`config.mk`:
```
export PLATFORM = sky130hd
export DESIGN_NAME = bus_arbiter_flat
export DESIGN_NICKNAME = d
export VERILOG_FILES = /design/src/rtl/bus_pkg.sv /design/src/rtl/bus_arbiter_if.sv /design/src/rtl/bus_ce_decode.sv /design/src/rtl/bus_arbiter.sv /design/src/flat_wrapper.sv
export SDC_FILE = /design/constraint.sdc
export NUM_CORES = 1
export LEC_CHECK = 0
export BUFFER_PORTS_ARGS = -buffer_cell sky130_fd_sc_hd__buf_2
export CAP_MARGIN = 40
export CORE_AREA = 2 2 124 126
export CTS_CLUSTER_SIZE = 10
export DETAILED_ROUTE_END_ITERATION = 6
export DIE_AREA = 0 0 126 128
export GPL_TIMING_DRIVEN = 0
export PLACE_DENSITY = 0.48
export SETUP_SLACK_MARGIN = 0.02
export SLEW_MARGIN = 20
export SYNTH_ARGS = -nofsm -noshare
export SYNTH_HDL_FRONTEND = slang
export SYNTH_SLANG_ARGS = --single-unit
```
`constraint.sdc`:
```
create_clock -name i_CLK -period 3 [get_ports i_CLK]
set_input_delay 0.45 -clock i_CLK [delete_from_list [all_inputs] [get_ports i_CLK]]
set_output_delay 0.45 -clock i_CLK [all_outputs]
set_load 0.02 [all_outputs]
```
`src/rtl/bus_pkg.sv`:
```
// Shared definitions for the two-master system bus arbiter: region map,
// chip-enable bit positions, error read data and arbiter state encoding.
package bus_pkg;

  // Each region spans two consecutive ADDR[31:28] nibbles.
  localparam logic [3:0] NIB_ROM   = 4'h0;
  localparam logic [3:0] NIB_SRAM  = 4'h2;
  localparam logic [3:0] NIB_UART  = 4'h4;
  localparam logic [3:0] NIB_TIMER = 4'h6;
  localparam logic [3:0] NIB_GPIO  = 4'h8;

  localparam int unsigned CE_ROM   = 0;
  localparam int unsigned CE_SRAM  = 1;
  localparam int unsigned CE_UART  = 2;
  localparam int unsigned CE_TIMER = 3;
  localparam int unsigned CE_GPIO  = 4;

  localparam logic [31:0] ERR_RDATA_DEFAULT = 32'hDEAD_BEEF;

  localparam logic [0:0] ST_IDLE = 1'b0;
  localparam logic [0:0] ST_OWN  = 1'b1;

endpackage

```
`src/rtl/bus_arbiter_if.sv`:
```
// Master-side and slave-side signals of the shared bus arbiter.
interface bus_arbiter_if;

  logic        i_M0_REQ,   i_M1_REQ;
  logic [31:0] i_M0_ADDR,  i_M1_ADDR;
  logic [31:0] i_M0_WDATA, i_M1_WDATA;
  logic        i_M0_WE,    i_M1_WE;
  logic        i_M0_RE,    i_M1_RE;
  logic [1:0]  i_M0_HB,    i_M1_HB;
  logic [31:0] o_M0_RDATA, o_M1_RDATA;
  logic        o_M0_GNT,   o_M1_GNT;
  logic        o_M0_ERR,   o_M1_ERR;

  logic        o_BUS_REQ;
  logic [31:0] o_BUS_ADDR;
  logic [31:0] o_BUS_WDATA;
  logic        o_BUS_WE,   o_BUS_RE;
  logic [1:0]  o_BUS_HB;
  logic [7:0]  o_BUS_CE;
  logic [31:0] i_BUS_RDATA;
  logic        i_BUS_GNT;

  logic        o_OWNER;
  logic        o_BUSY;

  // Arbiter view.
  modport slave (
    input  i_M0_REQ, i_M1_REQ, i_M0_ADDR, i_M1_ADDR, i_M0_WDATA, i_M1_WDATA,
           i_M0_WE, i_M1_WE, i_M0_RE, i_M1_RE, i_M0_HB, i_M1_HB,
           i_BUS_RDATA, i_BUS_GNT,
    output o_M0_RDATA, o_M1_RDATA, o_M0_GNT, o_M1_GNT, o_M0_ERR, o_M1_ERR,
           o_BUS_REQ, o_BUS_ADDR, o_BUS_WDATA, o_BUS_WE, o_BUS_RE, o_BUS_HB,
           o_BUS_CE, o_OWNER, o_BUSY
  );

  // Environment view: masters plus slaves driving the arbiter.
  modport master (
    output i_M0_REQ, i_M1_REQ, i_M0_ADDR, i_M1_ADDR, i_M0_WDATA, i_M1_WDATA,
           i_M0_WE, i_M1_WE, i_M0_RE, i_M1_RE, i_M0_HB, i_M1_HB,
           i_BUS_RDATA, i_BUS_GNT,
    input  o_M0_RDATA, o_M1_RDATA, o_M0_GNT, o_M1_GNT, o_M0_ERR, o_M1_ERR,
           o_BUS_REQ, o_BUS_ADDR, o_BUS_WDATA, o_BUS_WE, o_BUS_RE, o_BUS_HB,
           o_BUS_CE, o_OWNER, o_BUSY
  );

endinterface

```
`src/rtl/bus_ce_decode.sv`:
```
// Combinational region decode: ADDR[31:28] to one-hot slave chip enable.
module bus_ce_decode
  import bus_pkg::*;
(
  input  logic [3:0] nib_i,
  output logic [7:0] ce_o
);

  always_comb begin
    ce_o = '0;
    case (nib_i[3:1])
      NIB_ROM[3:1]:   ce_o[CE_ROM]   = 1'b1;
      NIB_SRAM[3:1]:  ce_o[CE_SRAM]  = 1'b1;
      NIB_UART[3:1]:  ce_o[CE_UART]  = 1'b1;
      NIB_TIMER[3:1]: ce_o[CE_TIMER] = 1'b1;
      NIB_GPIO[3:1]:  ce_o[CE_GPIO]  = 1'b1;
      default:        ce_o = '0;
    endcase
  end

endmodule

```
`src/rtl/bus_arbiter.sv`:
```
// Two-master round-robin bus arbiter with chip-enable decode, unmapped-address
// error and transaction timeout watchdog.
module bus_arbiter
  import bus_pkg::*;
#(
  parameter int unsigned TIMEOUT   = 256,
  parameter logic [31:0] ERR_RDATA = ERR_RDATA_DEFAULT,
  parameter int unsigned CNT_W     = $clog2(TIMEOUT + 1)
) (
  input  logic         i_CLK,
  input  logic         i_RST,
  bus_arbiter_if.slave bus
);

  logic [0:0]       state_q, state_d;
  logic             owner_q, owner_d;
  logic             rr_q, rr_d;
  logic [CNT_W-1:0] cnt_q, cnt_d;

  logic        own;
  logic        sel_req, sel_we, sel_re;
  logic [31:0] sel_addr, sel_wdata;
  logic [1:0]  sel_hb;
  logic [7:0]  ce;
  logic        active, unmapped, timeout, err, done;
  logic [31:0] rdata;

  assign own = (state_q == ST_OWN);

  always_comb begin
    if (owner_q) begin
      sel_req   = bus.i_M1_REQ;
      sel_addr  = bus.i_M1_ADDR;
      sel_wdata = bus.i_M1_WDATA;
      sel_we    = bus.i_M1_WE;
      sel_re    = bus.i_M1_RE;
      sel_hb    = bus.i_M1_HB;
    end else begin
      sel_req   = bus.i_M0_REQ;
      sel_addr  = bus.i_M0_ADDR;
      sel_wdata = bus.i_M0_WDATA;
      sel_we    = bus.i_M0_WE;
      sel_re    = bus.i_M0_RE;
      sel_hb    = bus.i_M0_HB;
    end
  end

  bus_ce_decode u_ce_decode (
    .nib_i (sel_addr[31:28]),
    .ce_o  (ce)
  );

  // A slave grant beats the watchdog; an unmapped address has no slave to grant.
  assign active   = own && sel_req;
  assign unmapped = active && (cnt_q == '0) && (ce == '0);
  assign timeout  = active && (cnt_q == CNT_W'(TIMEOUT - 1)) && !bus.i_BUS_GNT;
  assign err      = unmapped || timeout;
  assign done     = err || (active && bus.i_BUS_GNT);
  assign rdata    = err ? ERR_RDATA : bus.i_BUS_RDATA;

  assign bus.o_M0_GNT   = done && !owner_q;
  assign bus.o_M1_GNT   = done && owner_q;
  assign bus.o_M0_ERR   = err && !owner_q;
  assign bus.o_M1_ERR   = err && owner_q;
  assign bus.o_M0_RDATA = (done && !owner_q) ? rdata : '0;
  assign bus.o_M1_RDATA = (done && owner_q) ? rdata : '0;

  assign bus.o_BUS_REQ   = active && !err;
  assign bus.o_BUS_ADDR  = active ? {4'h0, sel_addr[27:0]} : '0;
  assign bus.o_BUS_WDATA = active ? sel_wdata : '0;
  assign bus.o_BUS_WE    = active && sel_we;
  assign bus.o_BUS_RE    = active && sel_re;
  assign bus.o_BUS_HB    = active ? sel_hb : '0;
  assign bus.o_BUS_CE    = active ? ce : '0;
  assign bus.o_OWNER     = own && owner_q;
  assign bus.o_BUSY      = own;

  always_comb begin
    state_d = state_q;
    owner_d = owner_q;
    rr_d    = rr_q;
    cnt_d   = cnt_q;
    case (state_q)
      ST_IDLE: begin
        cnt_d = '0;
        if (bus.i_M0_REQ || bus.i_M1_REQ) begin
          state_d = ST_OWN;
          owner_d = (bus.i_M0_REQ && bus.i_M1_REQ) ? rr_q : bus.i_M1_REQ;
        end
      end
      ST_OWN: begin
        if (done || !sel_req) begin
          state_d = ST_IDLE;
          rr_d    = ~owner_q;
          cnt_d   = '0;
        end else begin
          cnt_d = cnt_q + 1'b1;
        end
      end
      default: state_d = ST_IDLE;
    endcase
  end

  always_ff @(posedge i_CLK or posedge i_RST) begin
    if (i_RST) begin
      state_q <= ST_IDLE;
      owner_q <= 1'b0;
      rr_q    <= 1'b0;
      cnt_q   <= '0;
    end else begin
      state_q <= state_d;
      owner_q <= owner_d;
      rr_q    <= rr_d;
      cnt_q   <= cnt_d;
    end
  end

endmodule

```
`src/flat_wrapper.sv`:
```
// flat-port wrapper written by rule: the top's interface ports become plain ports
module bus_arbiter_flat import bus_pkg::*;
#(
  parameter int unsigned TIMEOUT   = 256,
  parameter logic [31:0] ERR_RDATA = ERR_RDATA_DEFAULT,
  parameter int unsigned CNT_W     = $clog2(TIMEOUT + 1)
)
  (i_CLK, i_RST, bus_i_M0_REQ, bus_i_M1_REQ, bus_i_M0_ADDR, bus_i_M1_ADDR, bus_i_M0_WDATA, bus_i_M1_WDATA, bus_i_M0_WE, bus_i_M1_WE, bus_i_M0_RE, bus_i_M1_RE, bus_i_M0_HB, bus_i_M1_HB, bus_i_BUS_RDATA, bus_i_BUS_GNT, bus_o_M0_RDATA, bus_o_M1_RDATA, bus_o_M0_GNT, bus_o_M1_GNT, bus_o_M0_ERR, bus_o_M1_ERR, bus_o_BUS_REQ, bus_o_BUS_ADDR, bus_o_BUS_WDATA, bus_o_BUS_WE, bus_o_BUS_RE, bus_o_BUS_HB, bus_o_BUS_CE, bus_o_OWNER, bus_o_BUSY);
  bus_arbiter_if bus_i ();
  input  logic i_CLK;
  input  logic i_RST;
  input wire logic [$bits(bus_i.i_M0_REQ)-1:0] bus_i_M0_REQ;
  input wire logic [$bits(bus_i.i_M1_REQ)-1:0] bus_i_M1_REQ;
  input wire logic [$bits(bus_i.i_M0_ADDR)-1:0] bus_i_M0_ADDR;
  input wire logic [$bits(bus_i.i_M1_ADDR)-1:0] bus_i_M1_ADDR;
  input wire logic [$bits(bus_i.i_M0_WDATA)-1:0] bus_i_M0_WDATA;
  input wire logic [$bits(bus_i.i_M1_WDATA)-1:0] bus_i_M1_WDATA;
  input wire logic [$bits(bus_i.i_M0_WE)-1:0] bus_i_M0_WE;
  input wire logic [$bits(bus_i.i_M1_WE)-1:0] bus_i_M1_WE;
  input wire logic [$bits(bus_i.i_M0_RE)-1:0] bus_i_M0_RE;
  input wire logic [$bits(bus_i.i_M1_RE)-1:0] bus_i_M1_RE;
  input wire logic [$bits(bus_i.i_M0_HB)-1:0] bus_i_M0_HB;
  input wire logic [$bits(bus_i.i_M1_HB)-1:0] bus_i_M1_HB;
  input wire logic [$bits(bus_i.i_BUS_RDATA)-1:0] bus_i_BUS_RDATA;
  input wire logic [$bits(bus_i.i_BUS_GNT)-1:0] bus_i_BUS_GNT;
  output wire logic [$bits(bus_i.o_M0_RDATA)-1:0] bus_o_M0_RDATA;
  output wire logic [$bits(bus_i.o_M1_RDATA)-1:0] bus_o_M1_RDATA;
  output wire logic [$bits(bus_i.o_M0_GNT)-1:0] bus_o_M0_GNT;
  output wire logic [$bits(bus_i.o_M1_GNT)-1:0] bus_o_M1_GNT;
  output wire logic [$bits(bus_i.o_M0_ERR)-1:0] bus_o_M0_ERR;
  output wire logic [$bits(bus_i.o_M1_ERR)-1:0] bus_o_M1_ERR;
  output wire logic [$bits(bus_i.o_BUS_REQ)-1:0] bus_o_BUS_REQ;
  output wire logic [$bits(bus_i.o_BUS_ADDR)-1:0] bus_o_BUS_ADDR;
  output wire logic [$bits(bus_i.o_BUS_WDATA)-1:0] bus_o_BUS_WDATA;
  output wire logic [$bits(bus_i.o_BUS_WE)-1:0] bus_o_BUS_WE;
  output wire logic [$bits(bus_i.o_BUS_RE)-1:0] bus_o_BUS_RE;
  output wire logic [$bits(bus_i.o_BUS_HB)-1:0] bus_o_BUS_HB;
  output wire logic [$bits(bus_i.o_BUS_CE)-1:0] bus_o_BUS_CE;
  output wire logic [$bits(bus_i.o_OWNER)-1:0] bus_o_OWNER;
  output wire logic [$bits(bus_i.o_BUSY)-1:0] bus_o_BUSY;
  assign bus_i.i_M0_REQ = bus_i_M0_REQ;
  assign bus_i.i_M1_REQ = bus_i_M1_REQ;
  assign bus_i.i_M0_ADDR = bus_i_M0_ADDR;
  assign bus_i.i_M1_ADDR = bus_i_M1_ADDR;
  assign bus_i.i_M0_WDATA = bus_i_M0_WDATA;
  assign bus_i.i_M1_WDATA = bus_i_M1_WDATA;
  assign bus_i.i_M0_WE = bus_i_M0_WE;
  assign bus_i.i_M1_WE = bus_i_M1_WE;
  assign bus_i.i_M0_RE = bus_i_M0_RE;
  assign bus_i.i_M1_RE = bus_i_M1_RE;
  assign bus_i.i_M0_HB = bus_i_M0_HB;
  assign bus_i.i_M1_HB = bus_i_M1_HB;
  assign bus_i.i_BUS_RDATA = bus_i_BUS_RDATA;
  assign bus_i.i_BUS_GNT = bus_i_BUS_GNT;
  assign bus_o_M0_RDATA = bus_i.o_M0_RDATA;
  assign bus_o_M1_RDATA = bus_i.o_M1_RDATA;
  assign bus_o_M0_GNT = bus_i.o_M0_GNT;
  assign bus_o_M1_GNT = bus_i.o_M1_GNT;
  assign bus_o_M0_ERR = bus_i.o_M0_ERR;
  assign bus_o_M1_ERR = bus_i.o_M1_ERR;
  assign bus_o_BUS_REQ = bus_i.o_BUS_REQ;
  assign bus_o_BUS_ADDR = bus_i.o_BUS_ADDR;
  assign bus_o_BUS_WDATA = bus_i.o_BUS_WDATA;
  assign bus_o_BUS_WE = bus_i.o_BUS_WE;
  assign bus_o_BUS_RE = bus_i.o_BUS_RE;
  assign bus_o_BUS_HB = bus_i.o_BUS_HB;
  assign bus_o_BUS_CE = bus_i.o_BUS_CE;
  assign bus_o_OWNER = bus_i.o_OWNER;
  assign bus_o_BUSY = bus_i.o_BUSY;
  bus_arbiter #(.TIMEOUT(TIMEOUT), .ERR_RDATA(ERR_RDATA), .CNT_W(CNT_W)) u_core (.i_CLK(i_CLK), .i_RST(i_RST), .bus(bus_i));
endmodule
```
=== Yosys cells after proc, flatten, opt, wreduce, memory -nomap -nowiden ===
Cells that the tools add are included.

* Add/sub/neg operators: 1
* $mul: 0
* Divide/modulo/power cells: 0
* Order comparisons: 0
* Eq/ne operators: 5
* Shift operators: 0
* Multiplexer cells: 24
* Bitwise logic cells: 2
* Reduce and logical (&&, ||, !) cells: 28

{| class="wikitable"
|+ Operators with widths
! operator !! count
|-
| $mux W32 || 6
|-
| $mux W28 || 1
|-
| $pmux W9 S2 || 1
|-
| $logic_and A1 B1 Y1 || 15
|-
| $mux W1 || 11
|-
| $add A9 B1 Y9 const B || 1
|-
| $eq A9 B8 Y1 const B || 1
|-
| $logic_not A9 Y1 || 1
|-
| $mux W9 || 1
|-
| $logic_not A8 Y1 || 1
|-
| $eq A3 B2 Y1 const B || 2
|-
| $mux W5 || 1
|-
| $logic_not A1 Y1 || 4
|-
| $logic_or A1 B1 Y1 || 4
|-
| $mux W2 || 2
|-
| $reduce_and A2 Y1 || 2
|-
| $eq A3 B1 Y1 const B || 1
|-
| $eq A3 B3 Y1 const B || 1
|-
| $logic_not A3 Y1 || 1
|-
| $not A1 Y1 || 2
|-
| $pmux W1 S2 || 1
|}

* Flip-flop bits (word level): 12
* Bits in latches: 0
* RAM bits: 0
* ROM bits: 0
* Input bits: 173
* Output and inout port bits: 147
* Logic and storage cells: 64
* Memories kept: 0

=== Depth between registers and ports, before layout ===
* Depth in word-level cells: 10
* Depth in mapped cells: 9
* Mapped depth without buffers: 8

=== Modules after synthesis ===
A second synthesis with hierarchy kept.

* Cells, all modules: 325
* Area total of the unflattened synthesis: 2,419.8 µm²

{| class="wikitable"
|+ Modules (own cells, without submodules)
! module !! instances !! cells each !! area each (µm²) !! seq. area each (µm²)
|-
| bus_arbiter || 1 || 316 || 2,356.0 || 300.3
|-
| bus_ce_decode || 1 || 9 || 63.8 || 0.0
|}

=== Worst setup path after synthesis ===
Ideal clock, no wire load.

* Kind: register to output
* Start point: register u_core.cnt_q[0]
* End point: output bus_o_M1_RDATA[26]
* Arrival time: 1.933 ns
* Data required time: 2.550 ns
* Setup slack: 0.617 ns
* Stages on the path, launching flop included: 10
* Buffers on the path: 1
* Cell sequence: dfrtp_1 -> ha_1 -> nand3_1 -> nor2_1 -> and3_1 -> ha_1 -> nor2b_1 -> a21oi_4 -> buf_6 -> o21ai_1

* Cells in the longest elaborated chain, start to end: 7
* Elaborated cells between the ends (all ways): 11
* Classes of those cells: eq/ne: 1; mux: 2; reduce/logical: 8

{| class="wikitable"
|+ Ends and longest elaborated chain
! what !! RTL line !! source
|-
| start: declaration || bus_arbiter.sv:18 || <nowiki>logic [CNT_W-1:0] cnt_q, cnt_d;</nowiki>
|-
| start signal: assignment || bus_arbiter.sv:114 || <nowiki>cnt_q <= cnt_d;</nowiki>
|-
| $eq A9 B8 Y1 / $logic_not A9 Y1 (equally long branches) || bus_arbiter.sv:56, bus_arbiter.sv:55 ||
|-
| $logic_and A1 B1 Y1, on equally long branches (2 in a row) || bus_arbiter.sv:56, bus_arbiter.sv:55 ||
|-
| $logic_or A1 B1 Y1 * || bus_arbiter.sv:57 || <nowiki>assign err = unmapped || timeout;</nowiki>
|-
| $logic_or A1 B1 Y1 || bus_arbiter.sv:58 || <nowiki>assign done = err || (active && bus.i_BUS_GNT);</nowiki>
|-
| $logic_and A1 B1 Y1 || bus_arbiter.sv:66 || <nowiki>assign bus.o_M1_RDATA = (done && owner_q) ? rdata : '0;</nowiki>
|-
| $mux W32 * || bus_arbiter.sv:66 ||
|-
| end: declaration || flat_wrapper.sv:27 || <nowiki>output wire logic [$bits(bus_i.o_M1_RDATA)-1:0] bus_o_M1_RDATA;</nowiki>
|}

Mark *: on every way between the ends. The rest lies on a longest branch, timed or not.

=== Worst setup path in the final report ===
* Start point: register u_core.cnt_q[0]
* End point: output bus_o_M1_RDATA[15]

Same word-level chain as after synthesis.

==> flow_summary_export.csv <==
group,metric,value,unit
run_status,status,"finished clean",
critical_path,crit_path_start,"u_core.cnt_q[0]",
clock_network,cts-root-buf,"sky130_fd_sc_hd__clkbuf_16",
drt,detail_route.iter0.violations,137,
clock_network,tritoncts_clock_tree,"built",
power,clock_power_share,0.085,
sta,final-setup-viol-count,0,
synthesis,synth_top_cells_by_area,"sky130_fd_sc_hd__mux2i_1 (25%), sky130_fd_sc_hd__nor2_1 (13%), sky130_fd_sc_hd__dfrtp_1 (12%)",
sta,final-max-slew-violation-count,0,
power,power.switching,0.00155,W
synthesis,postSynthRegisterBits,12,
drt,drt-pass1-iter-count,6,
clock_network,clockBufferDepth,2,
critical_path,crit_end,"bus_o_M1_RDATA[15]",
critical_path,worstReg2RegStart,"u_core.cnt_q[0]",
place,place_hpwl,9920,µm
synthesis,yosys.area_share.xor_xnor,0.0204,
power,sequentialPowerShare,0.070,
critical_path,cp-end-kind,"output port",
worst_hold_path,hp-class,"input pin to asynchronous set/reset pin",
finish,area.growth.synth_to_final,73.4,%
drt,vias,3701,
synthesis,mean_syn_cell_area,6.80,µm²
floorplanning,floorplan.core_area,14900,µm²
synthesis,synth-edff-count,0,
floorplanning,floorplan.initialDensity,0.173,
synthesis,synth_top_family_by_area,"simple AND/OR/NAND/NOR gates",
finish,finish.net_count,876,
synthesis,syn_inst,379,
power,power_switching_share,0.549,
floorplanning,io_pins,320,
drt,ant_nets,0,
finish,layoutNonFillerInstCount,886,
place,gp_routability_congestion,0.810,
finish,nFillCells,1672,
clock_network,cts_max_level,1,
power,p_int,0.00127,W
clock_network,total_cts_buffers,3,
clock_network,number_of_setup_buffers_added_after_cts,0,
global_route,grt_antenna_before_repair,0,
synthesis,post_synth_instance_area,2580,µm²
place,placed_cells_incl_taps,883,
synthesis,yosys_warnings,0,
sta,setup_slack,237,ps
synthesis,ys_seq_area_frac,0.117,
synthesis,post_synth_and_or_nand_nor_area_fraction,0.319,
global_route,grt_first_pass_wirelength,16600,µm
critical_path,critical_path.reg2reg.endpoint,"u_core.rr_q",
synthesis,synth_compound_gate_area_share,0.163,
critical_path,start_kind,"register",
place,portBuffers,310,
drt,detail_route.wirelength,11400,µm
floorplanning,floorplan.die_area,16100,µm²
drt,drt_drc_violations_left,0,
synthesis,ys.flop_type,"sky130_fd_sc_hd__dfrtp_1",
synthesis,post_synth_fa_ha_maj_area_fraction,0.0146,
critical_path,crit_type,"register to output port",
sta,final-hold-violation-count,0,
clock_network,worst_setup_hold_path_clk_slew,40,ps
sta,max_freq,362,MHz
run,number_of_maximum_capacitance_violations,0,
critical_path,cp_data_arrival_time,2310,ps
global_route,grt_use_total,0.125,
drt,detail_route.vias_per_cell,4.18,
finish,finalInstanceArea,4470,µm²
synthesis,yosysUniqueCellTypes,45,
finish,drive_above_1_share,0.511,
synthesis,synthMuxAreaShare,0.253,
place,post_dp_cell_area,4390,µm²
critical_path,worst-r2r-setup-slack,1000,ps
synthesis,yosysTopAreaCellShare,0.249,
critical_path,r2r.worst_path.cells,8,
floorplanning,dieWidth,126,µm
synthesis,netlist.top_cell.by_area,"sky130_fd_sc_hd__mux2i_1",
sta,worst_clock_skew,0.385,ps
power,vdd.ir_drop.worst,322,µV
sta,final_min_period_over_clock_period,0.921,
drt,post_drt_wl_per_cell,12.9,µm
critical_path,worst-path-max-fanout,10,
clock_network,cts.hold.buffers_added,0,
sta,finalSetupTns,0,ps
clock_network,latest_clock_arrival_within_the_worst_skew_pair,240,ps
floorplanning,placementRows,45,
floorplanning,die_height,128,µm
global_route,grt_remaining_overflow,0,
critical_path,critPathRequiredTime,2550,ps
global_route,grt_max_degree,13,
synthesis,async_reset_ff_frac,1.00,
clock_network,numClockSinks,12,
power,p_leak,2.66,nW
power,power.density,631,nW/µm²
sta,layout_min_cycle_time,2760,ps
sta,rsz_0062_raised_after_global_routing,"false",
power,combinational_power_share,0.845,
global_route,grt_pass1_vias,3396,
place,dp_worst_setup_slack,407,ps
finish,n_antenna_cell,0,
-- critical path, stage by stage, from the launching register on --
cell and delay (ps):
sky130_fd_sc_hd__dfrtp_1 400, sky130_fd_sc_hd__ha_1 230, sky130_fd_sc_hd__nand3_1 120, sky130_fd_sc_hd__nor2_1 80, sky130_fd_sc_hd__and3_1 190, sky130_fd_sc_hd__ha_1 180, sky130_fd_sc_hd__nor2b_2 170, sky130_fd_sc_hd__a21oi_4 230
sky130_fd_sc_hd__buf_6 190, sky130_fd_sc_hd__o21ai_1 80, sky130_fd_sc_hd__buf_2 180
-- cell usage after synthesis (all sizes together), types with 2 or more instances --
cell type	n
nor2	88
mux2i	64
nand2	55
o21ai	49
buf	31
and2	19
dfrtp	12
inv	9
clkbuf	6
nand3	5
a21boi	4
a21oi	4
ha	3
nor3	3
xnor2	3
xor2	3
nand3b	2
nor2b	2
o2111ai	2
-- layout make-up --
type,instances,area [µm²],area share
Buffer,37,256,0.0574
Clock buffer,3,75.1,0.0168
Multi-Input combinational cell,327,2010,0.451
Timing Repair Buffer,310,1550,0.347
Inverter,9,33.8,0.00756
Sequential cell,12,300,0.0672
Tap cell,188,235,0.0527
-- power by group through the flow --
stage / Sequential (W) / Clock [W] / Combinational (W)
2_1_floorplan: 0.000202 / 0 / 0.00168
3_3_place_gp: 0.000198 / 0 / 0.00243
3_5_place_dp: 0.000198 / 0 / 0.00241
4_1_cts: 0.000196 / 0.000250 / 0.00241
5_1_grt: 0.000199 / 0.000255 / 0.00258
6_report: 0.000196 / 0.000241 / 0.00238
-- layout by cell type, fill, tap and decap left out, drive strengths merged --
master / instances
and2: 19
nor4b: 1
nand3b: 2
xor2: 3
nor2b: 2
nand2: 55
nor3: 3
xnor2: 3
mux2: 1
nor2: 88
a32oi: 1
nand3: 5
and4: 1
a211oi: 1
inv: 9
ha: 3
nor4: 1
clkbuf: 9
and3: 1
buf: 341
a21oi: 4
dfrtp: 12
o311ai: 1
o22ai: 1
nand4: 1
o21ai: 49
conb: 7
o32a: 1
nand2b: 1
mux2i: 64
a21boi: 4
a31oi: 1
o22a: 1
o2111ai: 2
-- registers in the layout, summed over array words and instances, names as in the netlist --
register and count:
u_core.owner_q 1, u_core.rr_q 1, u_core.bus.o_BUSY 1, u_core.cnt_q 9
-- kinds of logic (layout without fill, tap and decap cells) --
kind of cell,Yosys count,after routing
buffers and inverters,46,359
DFF,12,12
muxes,65,65
other,1,7
AOI/OAI and AO/OA,66,66
and+or+nand+nor,180,180
adders and majority gates,3,3
xor gates and xnor gates,6,6
-- worst min-delay path by stage --
stage          slack, ps  cells after the start   from           endpoint
2_1_floorplan        310                      1  i_RST  u_core.bus.o_BUSY
3_3_place_gp         490                      2  i_RST    u_core.cnt_q[3]
3_5_place_dp         490                      2  i_RST    u_core.cnt_q[3]
4_1_cts              240                      2  i_RST    u_core.cnt_q[7]
5_1_grt              270                      2  i_RST    u_core.cnt_q[3]
6_report             220                      2  i_RST    u_core.cnt_q[3]
-- routing by layer --
metal  global-route usage  routed length (µm)
met2                0.243                6010
met3               0.0159                 914
met5                    0                   0
met1                0.143                4340
met4               0.0323                 148
-- stage by stage --
step | power (W) | util | hold slack [ps]
floorplan | 0.00189 | - | 315
CTS | 0.00286 | 0.300 | 235
global route | 0.00304 | 0.301 | 266
detailed placement | 0.00261 | 0.295 | 489
finish | 0.00282 | 0.301 | 217
global placement | 0.00263 | 0.295 | 487
-- repair_timing --
item,CTS,global route
endpoints found under the setup margin,0,5
hold endpoints to repair,0,0
resized for setup,0,2
Note: power is estimated with default switching activity, not from simulation.
